`config.mk`:
```
export PLATFORM = sky130hd
export DESIGN_NAME = count_seq_ctrl
export DESIGN_NICKNAME = d
export VERILOG_FILES = /design/src/rtl/count_seq_ctrl.sv
export SDC_FILE = /design/constraint.sdc
export NUM_CORES = 1
export LEC_CHECK = 0
export CAP_MARGIN = 20
export CORE_MARGIN = 3
export CORE_UTILIZATION = 40
export DETAILED_ROUTE_END_ITERATION = 7
export DONT_BUFFER_PORTS = 1
export HOLD_SLACK_MARGIN = 0.05
export SLEW_MARGIN = 25
export SYNTH_ARGS = -nofsm -noshare
export SYNTH_HDL_FRONTEND = slang
export SYNTH_SLANG_ARGS = --single-unit
```
`constraint.sdc`:
```
create_clock -name clk_in -period 4.2 [get_ports clk_in]
set_input_delay 0.42 -clock clk_in [delete_from_list [all_inputs] [get_ports clk_in]]
set_output_delay 0.42 -clock clk_in [all_outputs]
set_load 0.02 [all_outputs]
```
`src/rtl/count_seq_ctrl.sv`:
```
// count_seq_ctrl: run/pause/load sequencer for the four-digit BCD display counter.
// Turns start/stop/load button levels into single-cycle control strobes.
// It also produces the count-enable tick and the free-running digit scan select.
// Optional build macro: COUNT_SEQ_CTRL_DEBOUNCE_EN adds a 2-flop synchronizer and a
// debouncer in front of each button. Without it, each button has one sampling register.
// Strobe semantics: cnt_en, clr and ld_en are registered and high for exactly one
// cycle. They carry no ready; the consumer must act on every cycle a strobe is high.
// ld_digit/ld_data are valid while ld_en is high and hold their last value otherwise.
module count_seq_ctrl #(
  parameter int CLK_HZ    = 100000000,
  parameter int TICK_HZ   = 1,
  parameter int SCAN_HZ   = 1000,
  parameter int DB_CYCLES = 1000000
) (
  input  logic       clk_in,
  input  logic       rst,
  input  logic       start_btn,
  input  logic       stop_btn,
  input  logic       ld_btn,
  input  logic [1:0] ld_sel,
  input  logic [3:0] ld_val,
  output logic       cnt_en,
  output logic       clr,
  output logic       ld_en,
  output logic [1:0] ld_digit,
  output logic [3:0] ld_data,
  output logic [1:0] scan_sel,
  output logic [3:0] an,
  output logic [1:0] state,
  output logic       ld_err
);

  localparam int TICK_DIV = CLK_HZ / TICK_HZ;
  localparam int SCAN_DIV = CLK_HZ / SCAN_HZ;
  localparam int TICK_W   = $clog2(TICK_DIV - 1) + 1;
  localparam int SCAN_W   = $clog2(SCAN_DIV - 1) + 1;
  localparam logic [TICK_W-1:0] TICK_TC = TICK_W'(TICK_DIV - 1);
  localparam logic [SCAN_W-1:0] SCAN_TC = SCAN_W'(SCAN_DIV - 1);

  typedef enum logic [1:0] {
    ST_IDLE  = 2'd0,
    ST_RUN   = 2'd1,
    ST_PAUSE = 2'd2,
    ST_LOAD  = 2'd3
  } state_t;

  // Button bit order everywhere: [0] stop, [1] start, [2] load.
  logic [2:0] btn_raw;
  logic [2:0] btn_lvl;
  logic [2:0] btn_hist;
  logic [2:0] btn_edge;

  assign btn_raw = {ld_btn, start_btn, stop_btn};

`ifdef COUNT_SEQ_CTRL_DEBOUNCE_EN
  localparam int DB_W = $clog2(DB_CYCLES - 1) + 1;
  localparam logic [DB_W-1:0] DB_TC = DB_W'(DB_CYCLES - 1);

  logic [2:0] sync1;
  logic [2:0] sync2;

  // Two-flop synchronizer for the asynchronous button levels.
  always_ff @(posedge clk_in) begin
    if (rst) begin
      sync1 <= 3'b000;
      sync2 <= 3'b000;
    end else begin
      sync1 <= btn_raw;
      sync2 <= sync1;
    end
  end

  for (genvar i = 0; i < 3; i++) begin : g_db
    logic            lvl;
    logic [DB_W-1:0] cnt;

    // Accept a new level only after DB_CYCLES consecutive cycles of disagreement.
    always_ff @(posedge clk_in) begin
      if (rst) begin
        lvl <= 1'b0;
        cnt <= '0;
      end else if (sync2[i] == lvl) begin
        cnt <= '0;
      end else if (cnt == DB_TC) begin
        lvl <= sync2[i];
        cnt <= '0;
      end else begin
        cnt <= cnt + DB_W'(1);
      end
    end

    assign btn_lvl[i] = lvl;
  end
`else
  // Single sampling register per button.
  always_ff @(posedge clk_in) begin
    if (rst) btn_lvl <= 3'b000;
    else     btn_lvl <= btn_raw;
  end
`endif

  // Edge-detector history; cleared on reset so a held button re-fires once.
  always_ff @(posedge clk_in) begin
    if (rst) btn_hist <= 3'b000;
    else     btn_hist <= btn_lvl;
  end

  assign btn_edge = btn_lvl & ~btn_hist;

  // Only the highest-priority edge in a cycle is a command; the others are dropped.
  logic stop_e, start_e, load_e;
  assign stop_e  = btn_edge[0];
  assign start_e = btn_edge[1] & ~btn_edge[0];
  assign load_e  = btn_edge[2] & ~btn_edge[1] & ~btn_edge[0];

  state_t            st, st_n;
  state_t            ret_st, ret_st_n;
  logic [1:0]        sel_q, sel_n;
  logic [3:0]        val_q, val_n;
  logic [TICK_W-1:0] tick_div, tick_n;
  logic              cnt_en_n, clr_n, ld_en_n, ld_err_n;
  logic [1:0]        ld_digit_n;
  logic [3:0]        ld_data_n;

  // Next-state and next-strobe decode.
  always_comb begin
    st_n       = st;
    ret_st_n   = ret_st;
    sel_n      = sel_q;
    val_n      = val_q;
    tick_n     = tick_div;
    cnt_en_n   = 1'b0;
    clr_n      = 1'b0;
    ld_en_n    = 1'b0;
    ld_digit_n = ld_digit;
    ld_data_n  = ld_data;
    ld_err_n   = ld_err;
    case (st)
      ST_IDLE: begin
        if (start_e) begin
          st_n = ST_RUN;
        end else if (load_e) begin
          st_n     = ST_LOAD;
          ret_st_n = ST_IDLE;
          sel_n    = ld_sel;
          val_n    = ld_val;
        end
      end
      ST_RUN: begin
        if (tick_div == TICK_TC) begin
          tick_n   = '0;
          cnt_en_n = 1'b1;
        end else begin
          tick_n = tick_div + TICK_W'(1);
        end
        if (stop_e) st_n = ST_PAUSE;
      end
      ST_PAUSE: begin
        if (stop_e) begin
          clr_n  = 1'b1;
          tick_n = '0;
          st_n   = ST_IDLE;
        end else if (start_e) begin
          st_n = ST_RUN;
        end else if (load_e) begin
          st_n     = ST_LOAD;
          ret_st_n = ST_PAUSE;
          sel_n    = ld_sel;
          val_n    = ld_val;
        end
      end
      ST_LOAD: begin
        if (val_q <= 4'd9) begin
          ld_en_n    = 1'b1;
          ld_digit_n = sel_q;
          ld_data_n  = val_q;
        end else begin
          ld_err_n = 1'b1;
        end
        st_n = ret_st;
      end
      default: st_n = ST_IDLE;
    endcase
  end

  // State, tick divider, captured load request and registered strobes.
  always_ff @(posedge clk_in) begin
    if (rst) begin
      st       <= ST_IDLE;
      ret_st   <= ST_IDLE;
      sel_q    <= 2'd0;
      val_q    <= 4'd0;
      tick_div <= '0;
      cnt_en   <= 1'b0;
      clr      <= 1'b0;
      ld_en    <= 1'b0;
      ld_digit <= 2'd0;
      ld_data  <= 4'd0;
      ld_err   <= 1'b0;
    end else begin
      st       <= st_n;
      ret_st   <= ret_st_n;
      sel_q    <= sel_n;
      val_q    <= val_n;
      tick_div <= tick_n;
      cnt_en   <= cnt_en_n;
      clr      <= clr_n;
      ld_en    <= ld_en_n;
      ld_digit <= ld_digit_n;
      ld_data  <= ld_data_n;
      ld_err   <= ld_err_n;
    end
  end

  logic [SCAN_W-1:0] scan_div;

  // Free-running scan divider; advances the displayed digit at terminal count.
  always_ff @(posedge clk_in) begin
    if (rst) begin
      scan_div <= '0;
      scan_sel <= 2'd0;
    end else if (scan_div == SCAN_TC) begin
      scan_div <= '0;
      scan_sel <= scan_sel + 2'd1;
    end else begin
      scan_div <= scan_div + SCAN_W'(1);
    end
  end

  assign an    = ~(4'b0001 << scan_sel);
  assign state = st;

endmodule

```
==> qor.yml <==
timing:
  maxSlewViolCount: 0
  rsz0062_at_grt: "false"
  whs_ns: 0.134
  max_slew_margin: 0.531
  setup_tns_ns: 0
  fin_skew_ns: 0.0106
  min_period_over_period: 0.589
  hold_viol: 0
  worstMarginPinSlew_ns: 0.701
  clock.fmax_mhz: 404
  setup_viol: 0
  period_needed_ns: 2.47
layout:
  final_area_sq_um: 3650
  diodes: 0
  nets: 393
  layout-area-overhead-vs-synth_pct: 7.05
  final_util: 0.442
  drive_above_1_share: 0.0656
  fillerInstances: 837
power:
  p_switching_mw: 0.330
  p_sw_frac: 0.244
  p_total_mw: 1.35
  power_density_nw_per_um2: 371
  sequentialPowerShare: 0.532
  ir_worst_vdd_v: 0.000189
  p_comb_frac: 0.044
  leakagePower_nw: 1.28
  p_int_mw: 1.02
  clock_power_share: 0.425
logic_synthesis:
  synthFlopType: "dfxtp_1"
  yosysSeqAreaShare: 0.429
  netlist_area_sq_um: 3410
  synthArstFlopShare: 0
  syn-num-nets: 398
  synthCells: 381
  ys_warn_count: 0
  syn_area_per_cell_sq_um: 8.95
  synthDistinctLibCells: 48
  synth_edf_count: 0
  ys_ff_latch: 73
drt:
  postRouteAntennaNets: 0
  via_per_inst: 5.41
  wl_um: 6710
  dr.first_iter.drc_count: 92
  drcViolationCount: 0
  post_drt_wl_per_cell_um: 13.8
  vias: 2630
  firstDrtPassIters: 4
floorplanning:
  die_w_um: 98.3
  rows: 33
  core_area_sq_um: 8260
  die_area_sq_um: 9660
  initial_core_util: 0.413
  num_io_pins: 29
  die-height_um: 98.3
placement:
  gp_congestion: 0.802
  place_area_sq_um: 3440
  hpwl_um: 4710
  port_buffers: 0
setup_path:
  cp-end-kind: "register"
  arrival_ns: 2.74
  start_kind: "register"
  path_max_fanout: 26
  path_cells: "ha_1 > and4b_1 > and4_4 > a211oi_4 > buf_4 > or2b_1 > a31oi_1"
  crit_buf_inv: 1
  critical_path_class: "reg2reg"
  crit_path_max_incr_delay_ns: 0.59
  cp.required_ns: 4.46
  path_delay_family: "compound AO/OA/AOI/OAI gates"
  crit_path_top_delay_cell: "a211oi_4"
global_route:
  grt_pass1_wl_um: 11700
  grt_pass1_vias: 2377
  antenna_found_initial: 0
  grt.total_usage: 0.145
  grt_max_degree: 37
  grt_remaining_overflow: 0
cts:
  cts_tree: "done"
  postCtsSetupRepairBufs: 0
  clock_latency_ns: 0.34
  cts_root_buf: "clkbuf_8"
  cts.sinks: 73
  cts_buffer_depth: 2
  cts.clk_slew.worst_paths_ns: 0.09
  htree_levels: 3
  post_cts_resize_count: 0
  holdBufCountCts: 0
  cts-buffers-inserted: 9
run:
  cap_violations: 0
hold_path:
  hp-class: "in2reg"
run_status:
  status: "finished clean"
-- worst register-to-register path: cells and delay by family, from the launching register on --
| kind | cells | cell delay, ns |
|---|---|---|
| DFF | 1 | 0.35 |
| adders and majority gates | 1 | 0.27 |
| AOI/OAI and AO/OA | 2 | 0.74 |
| and+or+nand+nor | 3 | 0.66 |
| buffers and inverters | 1 | 0.37 |
-- registers in the layout (all words and copies together), names as in the netlist --
| signal | flops |
|---|---|
| sel_q | 2 |
| btn_hist | 3 |
| ld_en | 1 |
| ld_digit | 2 |
| cnt_en | 1 |
| ld_data | 4 |
| ret_st | 1 |
| state | 2 |
| tick_div | 28 |
| val_q | 4 |
| ld_err | 1 |
| btn_lvl | 3 |
| clr | 1 |
| scan_sel | 2 |
| scan_div | 18 |
-- area by class of cell --
| cell class | instances | area [sq um] | share of cell area |
|---|---|---|---|
| clock buffer | 10 | 138 | 0.0377 |
| clock inverter | 6 | 73.8 | 0.0202 |
| inverter | 15 | 56.3 | 0.0154 |
| multi-input combinational | 276 | 1780 | 0.488 |
| sequential | 73 | 1460 | 0.401 |
| tap | 105 | 131 | 0.0360 |
| timing repair buffer | 1 | 7.51 | 0.00206 |
-- logic make-up (layout without fill, tap and decap cells) --
kind of cell             count (synthesis)  count (layout)  synth area share
adder cells (fa/ha/maj)                  6               6            0.0220
multiplexers                            15              15            0.0441
flip-flops                              73              73             0.429
buffers and inverters                   32              32            0.0488
AND/OR/NAND/NOR                        165             165             0.274
AO/OA/AOI/OAI                           69              69             0.128
XOR/XNOR                                21              21            0.0540
-- worst paths after layout --
path	from	to	slack, ns	cells after the start
max	tick_div[0]	tick_div[12]	1.73	7
min	rst	btn_lvl[2]	0.13	1
max reg2reg	tick_div[0]	tick_div[12]	1.73	7
min reg2reg	btn_lvl[1]	btn_hist[1]	0.46	1
-- metrics by stage --
step           setup slack [ns]  instances
2_1_floorplan              2.41        381
3_3_place_gp               1.83        470
3_5_place_dp               1.75        470
4_1_cts                    1.72        486
5_1_grt                    1.56        486
6_report                   1.73        486
-- power by group through the flow --
stage / combinational, mW / sequential [mW] / clock (mW)
floorplan: 0.0602 / 0.731 / 0
detailed placement: 0.0595 / 0.736 / 0
global placement: 0.0586 / 0.735 / 0
CTS: 0.0599 / 0.720 / 0.594
finish: 0.0593 / 0.719 / 0.575
global route: 0.0669 / 0.722 / 0.626
-- cell usage in the layout, fill, tap and decap left out, types with 4 or more instances in the layout --
cell type,synthesis,routed
nand4_1,8,8
nor2_1,48,48
or2b_1,4,4
a211oi_1,4,4
nand3_1,21,21
nor2b_1,11,11
nand2_1,22,22
xor2_1,8,8
a31oi_1,20,20
clkbuf_8,0,10
inv_1,15,15
dfxtp_1,73,73
mux2i_1,15,15
a21oi_1,17,17
a41oi_1,4,4
and3_1,9,9
o21ai_0,14,14
and4_1,9,9
nor4_1,5,5
ha_1,6,6
xnor2_1,13,13
and2_1,6,6
-- synth_stat cells, types with 3 or more instances --
library cell  count  area (sq um)
a211oi_1          4          30.0
a21oi_1          17          85.1
a31oi_1          20           125
a41oi_1           4          35.0
and2_1            6          37.5
and3_1            9          56.3
and4_1            9          78.8
buf_2             4          20.0
buf_6             5          56.3
clkbuf_1          5          18.8
dfxtp_1          73          1460
ha_1              6          75.1
inv_1            15          56.3
mux2i_1          15           150
nand2_1          22          82.6
nand3_1          21           105
nand4_1           8          50.1
nor2_1           48           180
nor2b_1          11          68.8
nor3_1            3          15.0
nor4_1            5          31.3
nor4_4            3          63.8
o21ai_0          14          70.1
or2b_1            4          30.0
xnor2_1          13           114
xor2_1            8          70.1
-- metal layers --
layer	up-vias	track usage	routed length, um
li1	1341	-	-
met1	1240	0.196	3280
met2	43	0.225	3150
met3	6	0.0429	216
met4	0	0.0410	70
met5	-	0	0
(Power assumes the default switching activity.)
